File: config.mk
export PLATFORM = sky130hd
export DESIGN_NAME = axis_to_aximm_writer
export DESIGN_NICKNAME = d
export VERILOG_FILES = /design/src/rtl/axis_to_aximm_writer.sv
export SDC_FILE = /design/constraint.sdc
export NUM_CORES = 1
export LEC_CHECK = 0
export BUFFER_PORTS_ARGS = -buffer_cell sky130_fd_sc_hd__buf_4
export CORE_AREA = 4 4 509 511
export DETAILED_ROUTE_END_ITERATION = 8
export DIE_AREA = 0 0 513 515
export PLACE_DENSITY = 0.3
export SYNTH_ARGS = -nofsm -noshare
export SYNTH_HDL_FRONTEND = slang
export SYNTH_SLANG_ARGS = --single-unit
File: constraint.sdc
create_clock -name clk -period 4.75 [get_ports clk]
set_input_delay 0.95 -clock clk [delete_from_list [all_inputs] [get_ports clk]]
set_output_delay 0.95 -clock clk [all_outputs]
set_load 0.01 [all_outputs]
File: src/rtl/axis_to_aximm_writer.sv
`default_nettype none
// ============================================================================
// Module  : axis_to_aximm_writer
// Brief   : Drains a DW-bit AXI-Stream into memory as fixed-size AXI4 INCR
//           write bursts, keeping up to MAX_OUTSTANDING bursts in flight.
// Rev     : 1.0  initial release
// ============================================================================
module axis_to_aximm_writer #(
    parameter int DW              = 512,
    parameter int AW              = 64,
    parameter int BURST_BEATS     = 64,
    parameter int MAX_OUTSTANDING = 4
) (
    input  logic            clk,
    input  logic            reset,

    input  logic            start,
    input  logic [AW-1:0]   base_addr,
    input  logic [31:0]     num_beats,
    output logic            busy,
    output logic            done,
    output logic            error,

    input  logic [DW-1:0]   AXIS_RX_TDATA,
    input  logic            AXIS_RX_TVALID,
    output logic            AXIS_RX_TREADY,

    output logic [AW-1:0]   M_AXI_AWADDR,
    output logic [7:0]      M_AXI_AWLEN,
    output logic [2:0]      M_AXI_AWSIZE,
    output logic [1:0]      M_AXI_AWBURST,
    output logic [3:0]      M_AXI_AWID,
    output logic            M_AXI_AWLOCK,
    output logic [3:0]      M_AXI_AWCACHE,
    output logic [3:0]      M_AXI_AWQOS,
    output logic [2:0]      M_AXI_AWPROT,
    output logic            M_AXI_AWVALID,
    input  logic            M_AXI_AWREADY,

    output logic [DW-1:0]   M_AXI_WDATA,
    output logic [DW/8-1:0] M_AXI_WSTRB,
    output logic            M_AXI_WVALID,
    output logic            M_AXI_WLAST,
    input  logic            M_AXI_WREADY,

    input  logic [1:0]      M_AXI_BRESP,
    input  logic            M_AXI_BVALID,
    output logic            M_AXI_BREADY
);

    localparam int            BEAT_BYTES  = DW / 8;
    localparam int            BEAT_SHIFT  = $clog2(BEAT_BYTES);
    localparam int            BURST_BYTES = BURST_BEATS * BEAT_BYTES;
    localparam int            LEN_W       = $clog2(BURST_BEATS) + 1;
    localparam logic [AW-1:0] ALIGN_MASK  = ~(AW'(BURST_BYTES) - AW'(1));
    localparam logic [3:0]    MAX_OUT     = 4'(MAX_OUTSTANDING);

    typedef enum logic [1:0] {
        S_IDLE    = 2'd0,
        S_SEND_AW = 2'd1,
        S_SEND_W  = 2'd2,
        S_DRAIN_B = 2'd3
    } state_t;

    state_t           r_state;
    logic [AW-1:0]    r_awaddr;
    logic [LEN_W-1:0] r_burst_len;
    logic [LEN_W-1:0] r_beat_cnt;
    logic [31:0]      r_beats_left;
    logic [3:0]       r_outstanding;
    logic             r_awvalid;
    logic             r_bready;
    logic             r_busy;
    logic             r_done;
    logic             r_error;

    logic             w_in_w;
    logic             w_aw_hs;
    logic             w_w_hs;
    logic             w_b_hs;
    logic             w_last_beat;
    logic [LEN_W-1:0] w_awlen;
    logic [3:0]       w_out_next;
    logic [31:0]      w_left_after;
    logic [AW-1:0]    w_base_aligned;

    function automatic logic [LEN_W-1:0] clip_len(input logic [31:0] beats);
        if (beats >= 32'(BURST_BEATS)) begin
            return LEN_W'(BURST_BEATS);
        end
        return beats[LEN_W-1:0];
    endfunction

    assign w_in_w         = (r_state == S_SEND_W);
    assign w_aw_hs        = r_awvalid && M_AXI_AWREADY;
    assign w_w_hs         = w_in_w && AXIS_RX_TVALID && M_AXI_WREADY;
    assign w_b_hs         = M_AXI_BVALID && r_bready;
    assign w_awlen        = r_burst_len - LEN_W'(1);
    assign w_last_beat    = (r_beat_cnt == w_awlen);
    assign w_out_next     = r_outstanding + {3'd0, w_aw_hs} - {3'd0, w_b_hs};
    assign w_left_after   = r_beats_left - 32'(r_burst_len);
    assign w_base_aligned = base_addr & ALIGN_MASK;

    // The W channel is a straight wire to the stream while a burst is open.
    assign AXIS_RX_TREADY = w_in_w && M_AXI_WREADY;
    assign M_AXI_WVALID   = w_in_w && AXIS_RX_TVALID;
    assign M_AXI_WDATA    = AXIS_RX_TDATA;
    assign M_AXI_WLAST    = w_in_w && w_last_beat;
    assign M_AXI_WSTRB    = '1;

    assign M_AXI_AWADDR  = r_awaddr;
    assign M_AXI_AWLEN   = 8'(w_awlen);
    assign M_AXI_AWSIZE  = 3'(BEAT_SHIFT);
    assign M_AXI_AWBURST = 2'b01;
    assign M_AXI_AWID    = 4'd0;
    assign M_AXI_AWLOCK  = 1'b0;
    assign M_AXI_AWCACHE = 4'b0011;
    assign M_AXI_AWQOS   = 4'd0;
    assign M_AXI_AWPROT  = 3'd0;
    assign M_AXI_AWVALID = r_awvalid;
    assign M_AXI_BREADY  = r_bready;

    assign busy  = r_busy;
    assign done  = r_done;
    assign error = r_error;

    always_ff @(posedge clk) begin
        if (reset) begin
            r_state       <= S_IDLE;
            r_awaddr      <= '0;
            r_burst_len   <= '0;
            r_beat_cnt    <= '0;
            r_beats_left  <= '0;
            r_outstanding <= '0;
            r_awvalid     <= 1'b0;
            r_bready      <= 1'b0;
            r_busy        <= 1'b0;
            r_done        <= 1'b0;
            r_error       <= 1'b0;
        end else begin
            r_bready      <= 1'b1;
            r_done        <= 1'b0;
            r_outstanding <= w_out_next;
            if (w_b_hs && (M_AXI_BRESP != 2'b00)) begin
                r_error <= 1'b1;
            end

            case (r_state)
                S_IDLE: begin
                    if (start) begin
                        r_awaddr     <= w_base_aligned;
                        r_beats_left <= num_beats;
                        r_burst_len  <= clip_len(num_beats);
                        r_beat_cnt   <= '0;
                        r_error      <= 1'b0;
                        if (num_beats == 32'd0) begin
                            // Nothing can be in flight here, so the drain is
                            // already complete: finish in the very next cycle.
                            r_done  <= 1'b1;
                            r_state <= S_IDLE;
                        end else begin
                            r_busy    <= 1'b1;
                            r_awvalid <= (w_out_next < MAX_OUT);
                            r_state   <= S_SEND_AW;
                        end
                    end
                end

                S_SEND_AW: begin
                    if (r_awvalid) begin
                        if (M_AXI_AWREADY) begin
                            r_awvalid <= 1'b0;
                            r_awaddr  <= r_awaddr + (AW'(r_burst_len) << BEAT_SHIFT);
                            r_state   <= S_SEND_W;
                        end
                    end else if (w_out_next < MAX_OUT) begin
                        r_awvalid <= 1'b1;
                    end
                end

                S_SEND_W: begin
                    if (w_w_hs) begin
                        if (w_last_beat) begin
                            r_beat_cnt   <= '0;
                            r_beats_left <= w_left_after;
                            if (w_left_after != 32'd0) begin
                                r_burst_len <= clip_len(w_left_after);
                                r_awvalid   <= (w_out_next < MAX_OUT);
                                r_state     <= S_SEND_AW;
                            end else begin
                                r_state <= S_DRAIN_B;
                            end
                        end else begin
                            r_beat_cnt <= r_beat_cnt + LEN_W'(1);
                        end
                    end
                end

                S_DRAIN_B: begin
                    if (r_outstanding == 4'd0) begin
                        r_done  <= 1'b1;
                        r_busy  <= 1'b0;
                        r_state <= S_IDLE;
                    end
                end

                default: r_state <= S_IDLE;
            endcase
        end
    end

endmodule
`default_nettype wire

==> key figures, run 1 <==
Synth
  • Post-synth ARST share: 0%
  • Share of the yosys chip area belonging to registers: 18.0%
  • Avg Cell Area, Syn: 7.70 um2
  • Number of synthesized flops with an enable pin: 0
  • Synth cell types: 89
  • Yosys Warn Count: 0
  • Post-Syn Instances: 1662
  • Ys flop type: dfxtp_1
  • #FFs+latches synth: 115
  • Cell Area, Synth: 12800 um2

Timing
  • RSZ-0062 raised after global routing: no
  • Final hold violation count: 0
  • Fin crit share: 82.2%
  • Setup ws final: 847 ps
  • Clock Skews: 24.9 ps
  • Max-slew headroom: 34.1%
  • # setup viols final: 0
  • Min Tclk post-route: 3900 ps
  • Final Max Slew Viols: 0
  • Slew @ Worst Pin: 985 ps
  • Setup TNS Final: 0 ps
  • Max Freq: 256 MHz

Clock tree
  • Clock Latency Late Sink: 500 ps
  • Reg clk slew, reported paths: 60 ps
  • H-tree depth: 4
  • Root Driver: clkbuf_16
  • PostCTS Resize Cnt: 0
  • CTS hold repair buffers: 0
  • Clock sink count: 115
  • TritonCTS buffer count: 17
  • CTS tree: done
  • Clock Path Buffers: 2
  • Setup Buffers After CTS: 0

Layout
  • Multi-input logic area: 5940 um2
  • Register area: 2300 um2
  • Fin cells: 4680
  • P&R area growth vs syn: 14.7%
  • Share of cells above drive strength 1: 20.5%
  • Post-route cell area: 14700 um2
  • FILL cells: 30000
  • Nets@finish: 1940

Route
  • Final wirelength: 116000 um
  • Avg Vias per Cell: 2.15
  • Post-DRT Antenna Nets: 0
  • Vias: 10000
  • First drt pass iteration count: 5
  • WL/cell: 24.8 um
  • # DRC: 0
  • 1st-iter DRT viols: 608

Placed design
  • Placed cell areas: 14000 um2
  • Placer Congestion: 0.718
  • Port buffer count: 165
  • Placed cells: 4642
  • Pre-CTS WS: 862 ps
  • Post-DP HPWL: 103000 um

Pwr
  • Psw: 4220 uW
  • Pwr Density: 557 nW/um2
  • Peak supply drop: 295 uV
  • Sequential share of power: 21.1%
  • Power Internal: 3950 uW
  • Leakage Power: 0.00448 uW
  • Combinational Power Share: 60.8%
  • Clock power frac: 18.2%
  • Sw Ratio: 51.7%

Global route
  • Remaining Overflow, GRT: 0
  • Number of global-route vias before repair: 9999
  • First-pass GRT wire length: 139000 um
  • GR Util All Layers: 8.45%
  • Initial antenna violation count: 53
  • Pin count of the biggest net entering global routing: 54

Critical path
  • Reg2Reg Depth: 10
  • WP data arrival: 4270 ps
  • CP Launch Type: flop
  • CP cell instances: inv_1, ha_1, nand2_1, o21ai_0, nor2_1, nand3_1, xnor2_2, nor4_4, a31oi_2, o221a_1
  • WP buf/inv: 1
  • Critical Path Fanout Max: 8
  • Slowest CP cell: nor2_1
  • Reg2Reg Launch Point: r_burst_len[6]$_SDFFE_PP0P_
  • CP peak stage delay: 530 ps
  • Crit end category: flop
  • Crit-path leading delay family: simple AND/OR/NAND/NOR gates
  • Reg-to-reg slack, setup: 850 ps
  • Critical path class: flop to flop
  • RR Endpoint: r_burst_len[1]$_SDFFE_PP0P_
  • Worst Path Required: 5120 ps

Die
  • Die X: 513 um
  • DIE AREA: 264000 um2
  • Die H: 515 um
  • Area of the core: 254000 um2
  • Io pins: 1294
  • Num rows: 185
  • Initial Utilization: 5.04%

Min path
  • Hold/Removal Path Class: flop to flop
  • Hold path depth: 2
  • Beginning of the worst hold path: r_state[0]$_SDFFE_PP0P_
  • Hold path endpoint: r_state[0]$_SDFFE_PP0P_

Status
  • Outcome: finished clean

Flow run
  • Max Cap Violations: 0
[how the worst max path moves through the flow]
| stage | cells past startpoint | from | to | slack (ps) |
|---|---|---|---|---|
| CTS | 11 | r_burst_len[0]$_SDFFE_PP0P_ | r_burst_len[1]$_SDFFE_PP0P_ | 840 |
| global placement | 10 | r_burst_len[4]$_SDFFE_PP0P_ | r_burst_len[2]$_SDFFE_PP0P_ | 890 |
| finish | 10 | r_burst_len[6]$_SDFFE_PP0P_ | r_burst_len[1]$_SDFFE_PP0P_ | 850 |
| detailed placement | 11 | r_burst_len[0]$_SDFFE_PP0P_ | r_burst_len[1]$_SDFFE_PP0P_ | 860 |
| global route | 11 | r_burst_len[0]$_SDFFE_PP0P_ | r_burst_len[6]$_SDFFE_PP0P_ | 530 |
| floorplan | 11 | r_burst_len[0]$_SDFFE_PP0P_ | r_burst_len[1]$_SDFFE_PP0P_ | 1620 |
[layout by cell type, fill, tap and decap left out, drive strengths merged, types with 24 or more instances in the layout]
cell type,instances
buf,192
nand2,138
dfxtp,115
nor2,95
conb,92
a21oi,76
mux2i,61
o21ai,47
nand3,40
nor3,37
inv,32
a221oi,28
ha,25
a211oi,24
[logic make-up after synthesis]
| logic type | count (synthesis) | share of synthesized area [%] |
|---|---|---|
| fa+ha+maj | 28 | 2.91 |
| simple gates | 436 | 17.3 |
| other cells | 2 | 0.0587 |
| buf+inv | 702 | 38.5 |
| mux | 62 | 4.86 |
| xor+xnor | 35 | 2.73 |
| flops | 115 | 18.0 |
| compound gates | 282 | 15.7 |
[synth_stat cells (all sizes together) (28+ instances only)]
library cell	instances	share of area (%)
mux2i	61	4.8
nor3	37	1.5
buf	626	36
clkbuf	42	1.2
nand2	138	4.1
nand3	40	1.6
a21oi	76	3.0
inv	32	0.94
a221oi	28	1.9
o21ai	47	1.9
nor2	95	2.8
dfxtp	115	18
[area by class of cell]
cell class	instances	area share, %
Antenna cell	6	0.102
Multi-Input combinational cell	935	40.5
Sequential cell	115	15.7
Tap cell	3366	28.7
Timing Repair Buffer	192	9.91
Clock buffer	20	3.04
Clock inverter	12	1.24
Inverter	34	0.869
[state kept, by name, summed over array words and instances, names as in the netlist]
signal         count
M_AXI_AWADDR      58
r_beats_left      32
r_beat_cnt         7
r_burst_len        7
r_outstanding      4
r_state            2
M_AXI_AWVALID      1
M_AXI_BREADY       1
busy               1
done               1
error              1
[per-layer routing]
metal | track usage (%) | vias up | wire length, um
li1 | - | 4319 | -
met1 | 5.19 | 4386 | 25000
met2 | 14.3 | 878 | 55100
met3 | 9.20 | 440 | 27400
met4 | 5.32 | 18 | 8420
met5 | 0.219 | - | 183
[metrics by stage]
stage | utilization, % | hold WS (ps) | total power, uW
4_1_cts | 5.77 | 500 | 8500
2_1_floorplan | - | 450 | 5290
3_5_place_dp | 5.53 | 490 | 6910
3_3_place_gp | 5.53 | 490 | 6930
5_1_grt | 5.77 | 523 | 8940
6_report | 5.78 | 501 | 8170
[power groups by stage]
stage	clock network (uW)	registers, uW	logic, uW
after CTS	1580	1720	5200
after global placement	0	1740	5190
after global routing	1590	1780	5560
after detailed placement	0	1740	5170
after floorplan	0	1590	3700
final	1490	1720	4960
[worst min-delay path: cells and delay by family, from the launching register on]
family          cells  cell delay [ps]
compound gates      1               50
simple gates        1               60
flops               1              340
(Power assumes the default switching activity.)
==> run 2, diff against run 1 <==
Settings changed: CORE_AREA 4 4 509 511 to 4 4 505 507, DIE_AREA 0 0 513 515 to 0 0 509 511, PLACE_DENSITY 0.3 to 0.31.
Clock period 4.75 ns to 3.4 ns, I/O delays scaled along.
==> run 2 against run 1 <==
Sequential share of layout area decreased by 0.50 points. Global-route usage decreased by 0.31 points. Largest power group unchanged. Clock skew increased by 2.8 ps. Critical path type unchanged.
==> key figures, run 2 (synthesis results as in run 1) <==
Global route
  • Pin count of the biggest net entering global routing: 107 (+98%)
  • GR Util All Layers: 8.14% (-0.31 points)
  • First-pass GRT wire length: 133000 um (-4.3%)
  • Remaining Overflow, GRT: 0 (unchanged)
  • Number of global-route vias before repair: 10300 (+3.4%)
  • Initial antenna violation count: 55 (+3.8%)

Route
  • Final wirelength: 110000 um (-5.6%)
  • WL/cell: 23.2 um (-6.4%)
  • First drt pass iteration count: 5 (unchanged)
  • 1st-iter DRT viols: 450 (-26%)
  • Vias: 10200 (+2.0%)
  • Post-DRT Antenna Nets: 0 (unchanged)
  • # DRC: 0 (unchanged)
  • Avg Vias per Cell: 2.17 (+1.1%)

Critical path
  • Worst Path Required: 3780 ps (-1340 ps)
  • Crit-path leading delay family: simple AND/OR/NAND/NOR gates
  • Cell depth of the worst setup path: 14 (+4)
  • Reg-to-reg slack, setup: 200 ps (-640 ps)
  • RR Endpoint: r_burst_len[2]$_SDFFE_PP0P_
  • Reg2Reg Launch Point: r_beats_left[0]$_SDFFE_PP0P_
  • Crit end category: flop
  • Critical path class: flop to flop
  • Slowest CP cell: fa_1
  • Reg2Reg Depth: 14 (+4)
  • WP data arrival: 3570 ps (-700 ps)
  • CP cell instances: inv_1, ha_1, inv_1, fa_1, nand3_1, a2111oi_4, buf_4, o41ai_2, nand4_1, nor4b_2, nor4b_4, buf_4, a31oi_4, o221a_1
  • CP peak stage delay: 420 ps (-110 ps)
  • WP buf/inv: 4 (+3)
  • Setup crit start: r_beats_left[0]$_SDFFE_PP0P_
  • CP Launch Type: flop
  • Critical Path Fanout Max: 6 (-2)

Timing
  • Min Tclk post-route: 3200 ps (-707 ps)
  • Setup ws final: 205 ps (-643 ps)
  • Hold_ws: 437 ps (-64.2 ps)
  • RSZ-0062 raised after global routing: no
  • Final Max Slew Viols: 0 (unchanged)
  • Final hold violation count: 0 (unchanged)
  • # setup viols final: 0 (unchanged)
  • Slew @ Worst Pin: 705 ps (-280 ps)
  • Fin crit share: 94.0% (+12 points)
  • Clock Skews: 27.7 ps (+2.83 ps)
  • Setup TNS Final: 0 ps (unchanged)
  • Max Freq: 313 MHz (+22%)
  • Max-slew headroom: 53.0% (+19 points)

Placed design
  • Post-DP HPWL: 95900 um (-6.8%)
  • Placed cell areas: 14500 um2 (+3.6%)
  • Placer Congestion: 0.747 (+3.9%)
  • Pre-CTS WS: 63.9 ps (-798 ps)
  • Port buffer count: 165 (unchanged)

Die
  • Initial Utilization: 5.11% (+0.069 points)
  • Area of the core: 250000 um2 (-1.4%)
  • Die X: 509 um (-0.78%)
  • Die H: 511 um (-0.78%)
  • Num rows: 184 (-0.54%)
  • DIE AREA: 260000 um2 (-1.6%)
  • Io pins: 1294 (unchanged)

Layout
  • Nets@finish: 2004 (+3.3%)
  • Most frequent cells in the layout: buf_4 (249), nand2_1 (137), dfxtp_1 (115)
  • Share of cells above drive strength 1: 24.3% (+3.8 points)
  • Post-route cell area: 15200 um2 (+3.3%)
  • Commonest non-fill, non-tap cell in the layout: buf_4
  • Max FFs per register: 58 (unchanged)
  • P&R area growth vs syn: 18.4%

Min path
  • Hold/Removal Path Class: input port to flop
  • Hold path endpoint: M_AXI_AWADDR[39]$_SDFFE_PP0P_
  • Beginning of the worst hold path: base_addr[39]
  • Hold path depth: 3 (+1)

Clock tree
  • Reg clk slew, reported paths: 80 ps (+20 ps)
  • Root Driver: clkbuf_16
  • Clock sink count: 115 (unchanged)
  • Clock Path Buffers: 2 (unchanged)
  • CTS tree: done
  • CTS hold repair buffers: 0 (unchanged)
  • TritonCTS buffer count: 17 (unchanged)
  • H-tree depth: 4 (unchanged)
  • Clock Latency Late Sink: 500 ps (about the same)

Pwr
  • Pwr Density: 795 nW/um2 (+43%)
  • Leakage Power: 0.00482 uW (+7.5%)
  • Peak supply drop: 332 uV (+13%)

Flow run
  • Max Cap Violations: 0 (unchanged)

Status
  • Outcome: finished clean
-- run 2: changes by cell type in the layout (fill, tap and decap cells not counted), sizes merged --
cell	previous run	this run
bufinv	4	1
diode	6	2
clkbuf	20	19
inv	32	37
clkinvlp	4	2
buf	192	256
-- run 2: layout make-up --
type | instances | area, um2
Timing Repair Buffer | 256 | 2010
Fill cell | 29800 | 235000
Tap cell | 3348 | 4190
Multi-Input combinational cell | 935 | 5950
Inverter | 34 | 128
Antenna cell | 2 | 5.00
Clock inverter | 12 | 120
Sequential cell | 115 | 2300
Clock buffer | 19 | 453
-- run 2: worst max path at each step --
stage | to | slack (ps)
2_1_floorplan | r_burst_len[1]$_SDFFE_PP0P_ | 270
5_1_grt | r_burst_len[2]$_SDFFE_PP0P_ | 10
3_3_place_gp | r_burst_len[0]$_SDFFE_PP0P_ | 50
4_1_cts | r_burst_len[0]$_SDFFE_PP0P_ | 40
6_report | r_burst_len[2]$_SDFFE_PP0P_ | 200
3_5_place_dp | r_burst_len[1]$_SDFFE_PP0P_ | 60
-- run 2: repair_timing --
item | in CTS | in global routing
buffers inserted | 0 | 1
gates resized for setup | 0 | 5
setup endpoints to repair | 0 | 10
-- run 2: worst register-to-register path: stages (launching register included) --
cell       delay [ps]
dfxtp_1           310
inv_1              50
ha_1              180
inv_1              70
fa_1              420
nand3_1           170
a2111oi_4         120
buf_4             190
o41ai_2           290
nand4_1           170
nor4b_2           290
nor4b_4           230
buf_4             180
a31oi_4           140
o221a_1           280
-- run 2: where the power goes --
| part | leakage (uW) | total [uW] | switching (uW) | internal (uW) |
|---|---|---|---|---|
| logic | 0.00360 | 7800 | 4680 | 3120 |
| clock network | 0.000277 | 1950 | 896 | 1050 |
| registers | 0.000943 | 2310 | 557 | 1750 |
-- run 2: per-layer routing --
metal / vias to the layer above / GRT usage (%) / wire length (um)
met5: - / 1.22 / 482
met4: 14 / 6.79 / 11100
met3: 527 / 7.39 / 22000
met2: 784 / 13.7 / 51700
met1: 4476 / 5.16 / 24400
li1: 4441 / - / -
-- run 2: stage by stage --
stage | util (%) | power (uW) | instances
after floorplan | - | 7390 | 1752
after global placement | 5.81 | 10400 | 4687
after detailed placement | 5.81 | 10400 | 4687
after CTS | 6.03 | 12400 | 4718
after global routing | 6.05 | 13100 | 4720
final | 6.05 | 12100 | 4721
